### src/rtl/store_buffer.sv
// In-order store buffer between the D-cache stage and the cache write port.
// Entries drain one at a time through a req/ack handshake, and loads are forwarded from the youngest matching entry.

module sb_entry_match #(
  parameter int WW = 30
) (
  input  logic          vld,
  input  logic [WW-1:0] entry_waddr,
  input  logic [WW-1:0] ld_waddr,
  output logic          hit
);
  assign hit = vld && (entry_waddr == ld_waddr);
endmodule

module store_buffer #(
  parameter int DEPTH      = 4,
  parameter int ADDR_WIDTH = 32,
  parameter int DATA_WIDTH = 32
) (
  input  logic                     clk,
  input  logic                     rst,
  input  logic                     st_valid,
  input  logic [ADDR_WIDTH-1:0]    st_addr,
  input  logic [DATA_WIDTH-1:0]    st_data,
  output logic                     full,
  input  logic                     ld_valid,
  input  logic [ADDR_WIDTH-1:0]    ld_addr,
  output logic                     sb_hit,
  output logic                     hit_reserve,
  output logic                     fwd_valid,
  output logic [DATA_WIDTH-1:0]    fwd_data,
  output logic                     drain_req,
  output logic [ADDR_WIDTH-1:0]    drain_addr,
  output logic [DATA_WIDTH-1:0]    drain_data,
  input  logic                     drain_ack,
  output logic                     empty,
  output logic [$clog2(DEPTH):0]   count
);
  localparam int PW = $clog2(DEPTH);
  localparam int WW = ADDR_WIDTH - 2;

  typedef struct packed {
    logic [WW-1:0]         waddr;
    logic [DATA_WIDTH-1:0] data;
  } entry_t;

  typedef enum logic {IDLE, ISSUE} state_t;

  entry_t [DEPTH-1:0] mem;
  logic   [DEPTH-1:0] vld;
  logic   [DEPTH-1:0] match;
  logic   [PW-1:0]    head, tail, scan_idx, hit_idx;
  logic   [PW:0]      cnt, cnt_nxt;
  logic               hit_any, push, pop;
  state_t             state, state_nxt;

  // Full is taken from the registered count, so a same-cycle pop never frees a slot for a push.
  assign full  = (cnt == (PW+1)'(DEPTH));
  assign empty = (cnt == '0);
  assign count = cnt;
  assign push  = st_valid && !full;
  assign pop   = (state == ISSUE) && drain_ack;

  always_comb begin
    cnt_nxt = cnt;
    if (push && !pop)      cnt_nxt = cnt + 1'b1;
    else if (pop && !push) cnt_nxt = cnt - 1'b1;
  end

  always_comb begin
    state_nxt = state;
    case (state)
      IDLE:    if (cnt_nxt != '0) state_nxt = ISSUE;
      ISSUE:   if (pop && cnt_nxt == '0) state_nxt = IDLE;
      default: state_nxt = IDLE;
    endcase
  end

  always_ff @(posedge clk or posedge rst) begin
    if (rst) begin
      state <= IDLE;
      head  <= '0;
      tail  <= '0;
      cnt   <= '0;
      vld   <= '0;
    end else begin
      state <= state_nxt;
      cnt   <= cnt_nxt;
      if (pop) begin
        vld[head] <= 1'b0;
        head      <= head + 1'b1;
      end
      if (push) begin
        vld[tail] <= 1'b1;
        tail      <= tail + 1'b1;
      end
    end
  end

  // Payload needs no reset: it is only observed through a set valid bit or while draining.
  always_ff @(posedge clk) begin
    if (push) mem[tail] <= '{waddr: st_addr[ADDR_WIDTH-1:2], data: st_data};
  end

  always @(posedge clk) begin
    if (!rst) assert (!(st_valid && full)) else $warning("store_buffer: store dropped while full");
  end

  genvar gi;
  generate
    for (gi = 0; gi < DEPTH; gi++) begin : g_match
      sb_entry_match #(.WW(WW)) u_match (
        .vld        (vld[gi]),
        .entry_waddr(mem[gi].waddr),
        .ld_waddr   (ld_addr[ADDR_WIDTH-1:2]),
        .hit        (match[gi])
      );
    end
  endgenerate

  // Walk oldest to youngest; a later (younger) hit overrides an earlier one.
  always_comb begin
    hit_any  = 1'b0;
    hit_idx  = '0;
    scan_idx = '0;
    for (int i = 0; i < DEPTH; i++) begin
      scan_idx = head + PW'(i);
      if (match[scan_idx]) begin
        hit_any = 1'b1;
        hit_idx = scan_idx;
      end
    end
  end

  assign sb_hit      = ld_valid && hit_any;
  assign fwd_valid   = sb_hit;
  assign fwd_data    = sb_hit ? mem[hit_idx].data : '0;
  assign hit_reserve = sb_hit && (hit_idx == head) && (state == ISSUE);

  assign drain_req  = (state == ISSUE);
  assign drain_addr = drain_req ? {mem[head].waddr, 2'b00} : '0;
  assign drain_data = drain_req ? mem[head].data : '0;
endmodule

### config.mk
export PLATFORM = sky130hd
export DESIGN_NAME = store_buffer
export DESIGN_NICKNAME = d
export VERILOG_FILES = /design/src/rtl/store_buffer.sv
export SDC_FILE = /design/constraint.sdc
export NUM_CORES = 1
export LEC_CHECK = 0
export CAP_MARGIN = 10
export CORE_MARGIN = 10
export CORE_UTILIZATION = 49
export CTS_BUF_LIST = sky130_fd_sc_hd__clkbuf_16
export CTS_CLUSTER_DIAMETER = 60
export DETAILED_ROUTE_END_ITERATION = 12
export GPL_TIMING_DRIVEN = 0
export HOLD_SLACK_MARGIN = 0.15
export PLACE_DENSITY = 0.74
export SYNTH_ARGS = -nofsm -noshare
export SYNTH_HDL_FRONTEND = slang
export SYNTH_SLANG_ARGS = --single-unit
### constraint.sdc
create_clock -name clk -period 3 [get_ports clk]
set_clock_uncertainty 0.2 [all_clocks]
set_input_delay 0.3 -clock clk [delete_from_list [all_inputs] [get_ports clk]]
set_output_delay 0.3 -clock clk [all_outputs]
set_load 0.03 [all_outputs]
==> impl_results.md, run 1 <==
- Cells taking the most area after synthesis: edfxtp_1 (57%), mux4_2 (11%), xnor2_1 (7.1%), mux2i_1 (4.9%), and2_1 (3.1%)
- Final setup violation count: 37
- Max Slew Vio Count: 0
- Met2 usage: 0.351
- Peak VDD IR: 0.000641 V
- Achievable clock frequency: 253 MHz
- Net count, final: 1189
- Most Crowded Layer GR: met2
- Die width: 184 um
- Hold Path Class: in -> reg
- Comb pwr share: 0.442
- DR DRC count: 0
- Placed Cells: 1341
- Worst hold path depth: 1
- Core area: 0.0262 mm2
- Post-synth top area cell: edfxtp_1
- Root buffer cell: clkbuf_16
- Layout area overhead: 35.5%
- PwrDens: 910 mW/mm2
- R2r worst-path depth: 10
- Worst-path maximum fanout: 5
- IO Count: 206
- Antenna Nets Post-Route: 0
- Routed wire length: 37.6 mm
- Grt met1 use: 0.274
- Period minus WS final: 3960 ps
- Setup Slack @ Placement: -1460 ps
- Clk_lat worst skew: 560 ps
- Outcome: complete, but fails checks
- RSZ-0062 raised after global routing: yes
- Post-Syn Area per Cell: 15.8 um2
- Share of post-route cells with drive strength above 1: 0.367
- Vias in the first global route: 8770
- Switch share: 0.381
- Post-synth ARST share: 0.0462
- Port Buffers: 172
- Synth Instances: 829
- CP Capture Type: output port
- Hold Path Origin: st_addr[9]
- Row Count: 59
- Initial antenna violation count: 6
- Worst path arrival time: 3460 ps
- GP Congestion: 0.894
- Setup TNS: -30450 ps
- CTS Buf Count: 30
- Most frequent cells in the layout: edfxtp_1 (248), xnor2_1 (77), clkdlybuf4s50_1 (75)
- Worst Tran Pin Value: 580 ps
- TritonCTS clock tree: yes
- Register area share after synthesis: 0.590
- Worst R2R End: drain_req$_DFF_PP0_
- Fin cells: 1439
- R2r setup slk: 440 ps
- Final worst slack: -956 ps
- Synth top area share: 0.567
- Initial Util: 0.501
- Htree depth: 1
- First-pass iteration count of the detailed router: 5
- Clk buf depth: 3
- Clock transition at the registers of the reported paths: 60 ps
- DP HPWL: 25.5 mm
- Failing checks: negative setup slack
- Final hold violations: 0
- Full die area: 0.0337 mm2
- #FFs+latches synth: 260
- Worst hold endpoint: mem[163]$_DFFE_PP_
- R2R Path Start: count[0]$_DFF_PP0_
- Clock share of power: 0.231
- Vias: 8456
- Wire per inst: 26.1 um
- GR Util met3: 0.0435
- Global-route wire length before repair: 53.9 mm
- Final period util: 1.32
- DR vias/cell: 5.88
- Post-synth EDFFs: 248
- Iteration-0 DRC Markers: 758
- All-layer global routing usage: 0.211
- Main synth FF type: edfxtp_1
- Flop pwr share: 0.326
- CP required: 2500 ps
- GRT overflow: 0
- Final Util: 0.679
- WS Path Type: reg -> out
- Leakage power total: 6.39 nW
- Fill cells: 1766
- Commonest non-fill, non-tap cell in the layout: edfxtp_1
- NetSw: 6.17 mW
- Mapped Area: 0.0131 mm2
- Worst Setup Start Kind: flop
- YS warnings: 0
- Die Ht: 184 um
- Max-cap violations: 0
- Num Clock Sinks: 260
- Post-synth cell types: 46
- Largest net degree at the start of global routing: 43
- Relative slew slack: 0.614
- Power Internal: 10.0 mW
cells by family after synthesis:
family                     synth area share
buffers and inverters                0.0351
xor gates and xnor gates             0.0857
AOI/OAI and AO/OA                    0.0448
other                              0.000286
and+or+nand+nor                      0.0772
adders and majority gates            0.0105
DFF                                   0.590
muxes                                 0.156
synthesized netlist by cell type (all sizes together) (2+ instances only):
| master | number |
|---|---|
| edfxtp | 248 |
| ha | 11 |
| a21o | 5 |
| buf | 40 |
| nor3 | 4 |
| xor2 | 15 |
| o22ai | 32 |
| dfrtp | 12 |
| mux4 | 62 |
| a21oi | 8 |
| and2 | 66 |
| o211ai | 3 |
| nor2 | 4 |
| and3 | 6 |
| inv | 9 |
| clkbuf | 27 |
| nand4 | 46 |
| nand3 | 8 |
| nand2 | 15 |
| nor2b | 2 |
| or4 | 2 |
| nor4 | 14 |
| mux2i | 64 |
| xnor2 | 110 |
| o21ai | 7 |
sequential cells by signal, summed over array words and instances (netlist names):
signal	cells
mem	248
vld	4
count	3
head	2
tail	2
drain_req	1
worst max-delay path, stage by stage (launching register included):
cell	delay (ps)
edfxtp_1	430
xnor2_2	230
nand4_1	210
or4_4	590
nor3_2	160
o211ai_1	140
o21ai_2	160
buf_6	150
clkbuf_16	170
clkbuf_16	160
mux2i_1	250
o22ai_2	110
buf_6	150
final cells by class:
| cell class | count | area [um2] | area share |
|---|---|---|---|
| Buffer | 66 | 637 | 0.0358 |
| Tap cell | 335 | 419 | 0.0236 |
| Clock buffer | 30 | 751 | 0.0422 |
| Timing Repair Buffer | 216 | 2240 | 0.126 |
| Sequential cell | 260 | 7750 | 0.436 |
| Clock inverter | 24 | 275 | 0.0155 |
| Antenna cell | 5 | 12.5 | 0.000703 |
| Inverter | 9 | 33.8 | 0.00190 |
| Multi-Input combinational cell | 494 | 5670 | 0.319 |
worst max path at each step:
| stage | from | end | slack [ps] | cells past startpoint |
|---|---|---|---|---|
| after floorplan | ld_addr[13] | fwd_data[21] | -60 | 9 |
| after global placement | ld_addr[29] | fwd_data[19] | -1450 | 11 |
| after detailed placement | ld_addr[29] | fwd_data[13] | -1460 | 11 |
| after CTS | mem[47]$_DFFE_PP_ | fwd_data[19] | -910 | 11 |
| after global routing | mem[54]$_DFFE_PP_ | fwd_data[14] | -1030 | 12 |
| final | mem[54]$_DFFE_PP_ | fwd_data[14] | -960 | 12 |
power groups by stage:
stage	sequential [mW]	clock, mW	combinational [mW]
after global placement	5.27	0	7.12
after floorplan	5.22	0	4.43
after detailed placement	5.27	0	7.27
after global routing	5.35	3.94	7.56
final	5.28	3.75	7.16
after CTS	5.23	3.79	7.24
per-stage QoR:
step | power [mW] | cell area (um2) | hold slack [ps]
floorplan | 9.65 | 13200 | -35.3
global placement | 12.4 | 15300 | 264
detailed placement | 12.5 | 15400 | 270
CTS | 16.2 | 17200 | 159
global route | 16.8 | 17800 | 176
finish | 16.2 | 17800 | 163
timing repair:
action                                  CTS  global route
hold buffers                              2             0
gates cloned                              2             9
pin swaps                                32            45
gates resized for setup                 507           124
buffers inserted                         18            10
endpoints found under the setup margin   97            72
endpoints found under the hold margin    16             0
layer usage:
metal	part of all wire	up-vias	wire, um
li1	-	3723	-
met1	0.41	4269	15300
met2	0.49	396	18300
met3	0.084	66	3170
met4	0.021	2	790
met5	0.00032	-	12
No activity file was read; power rests on OpenSTA's default activity.
==> inputs of run 2 (changes only) <==
--- a/config.mk
+++ b/config.mk
@@ -5,7 +5,6 @@
 export SDC_FILE = /design/constraint.sdc
 export NUM_CORES = 1
 export LEC_CHECK = 0
-export CAP_MARGIN = 10
 export CORE_MARGIN = 10
 export CORE_UTILIZATION = 49
 export CTS_BUF_LIST = sky130_fd_sc_hd__clkbuf_16
==> results of run 2 <==
Same layout as run 1: the final DEF is identical, and so are final timing and power.
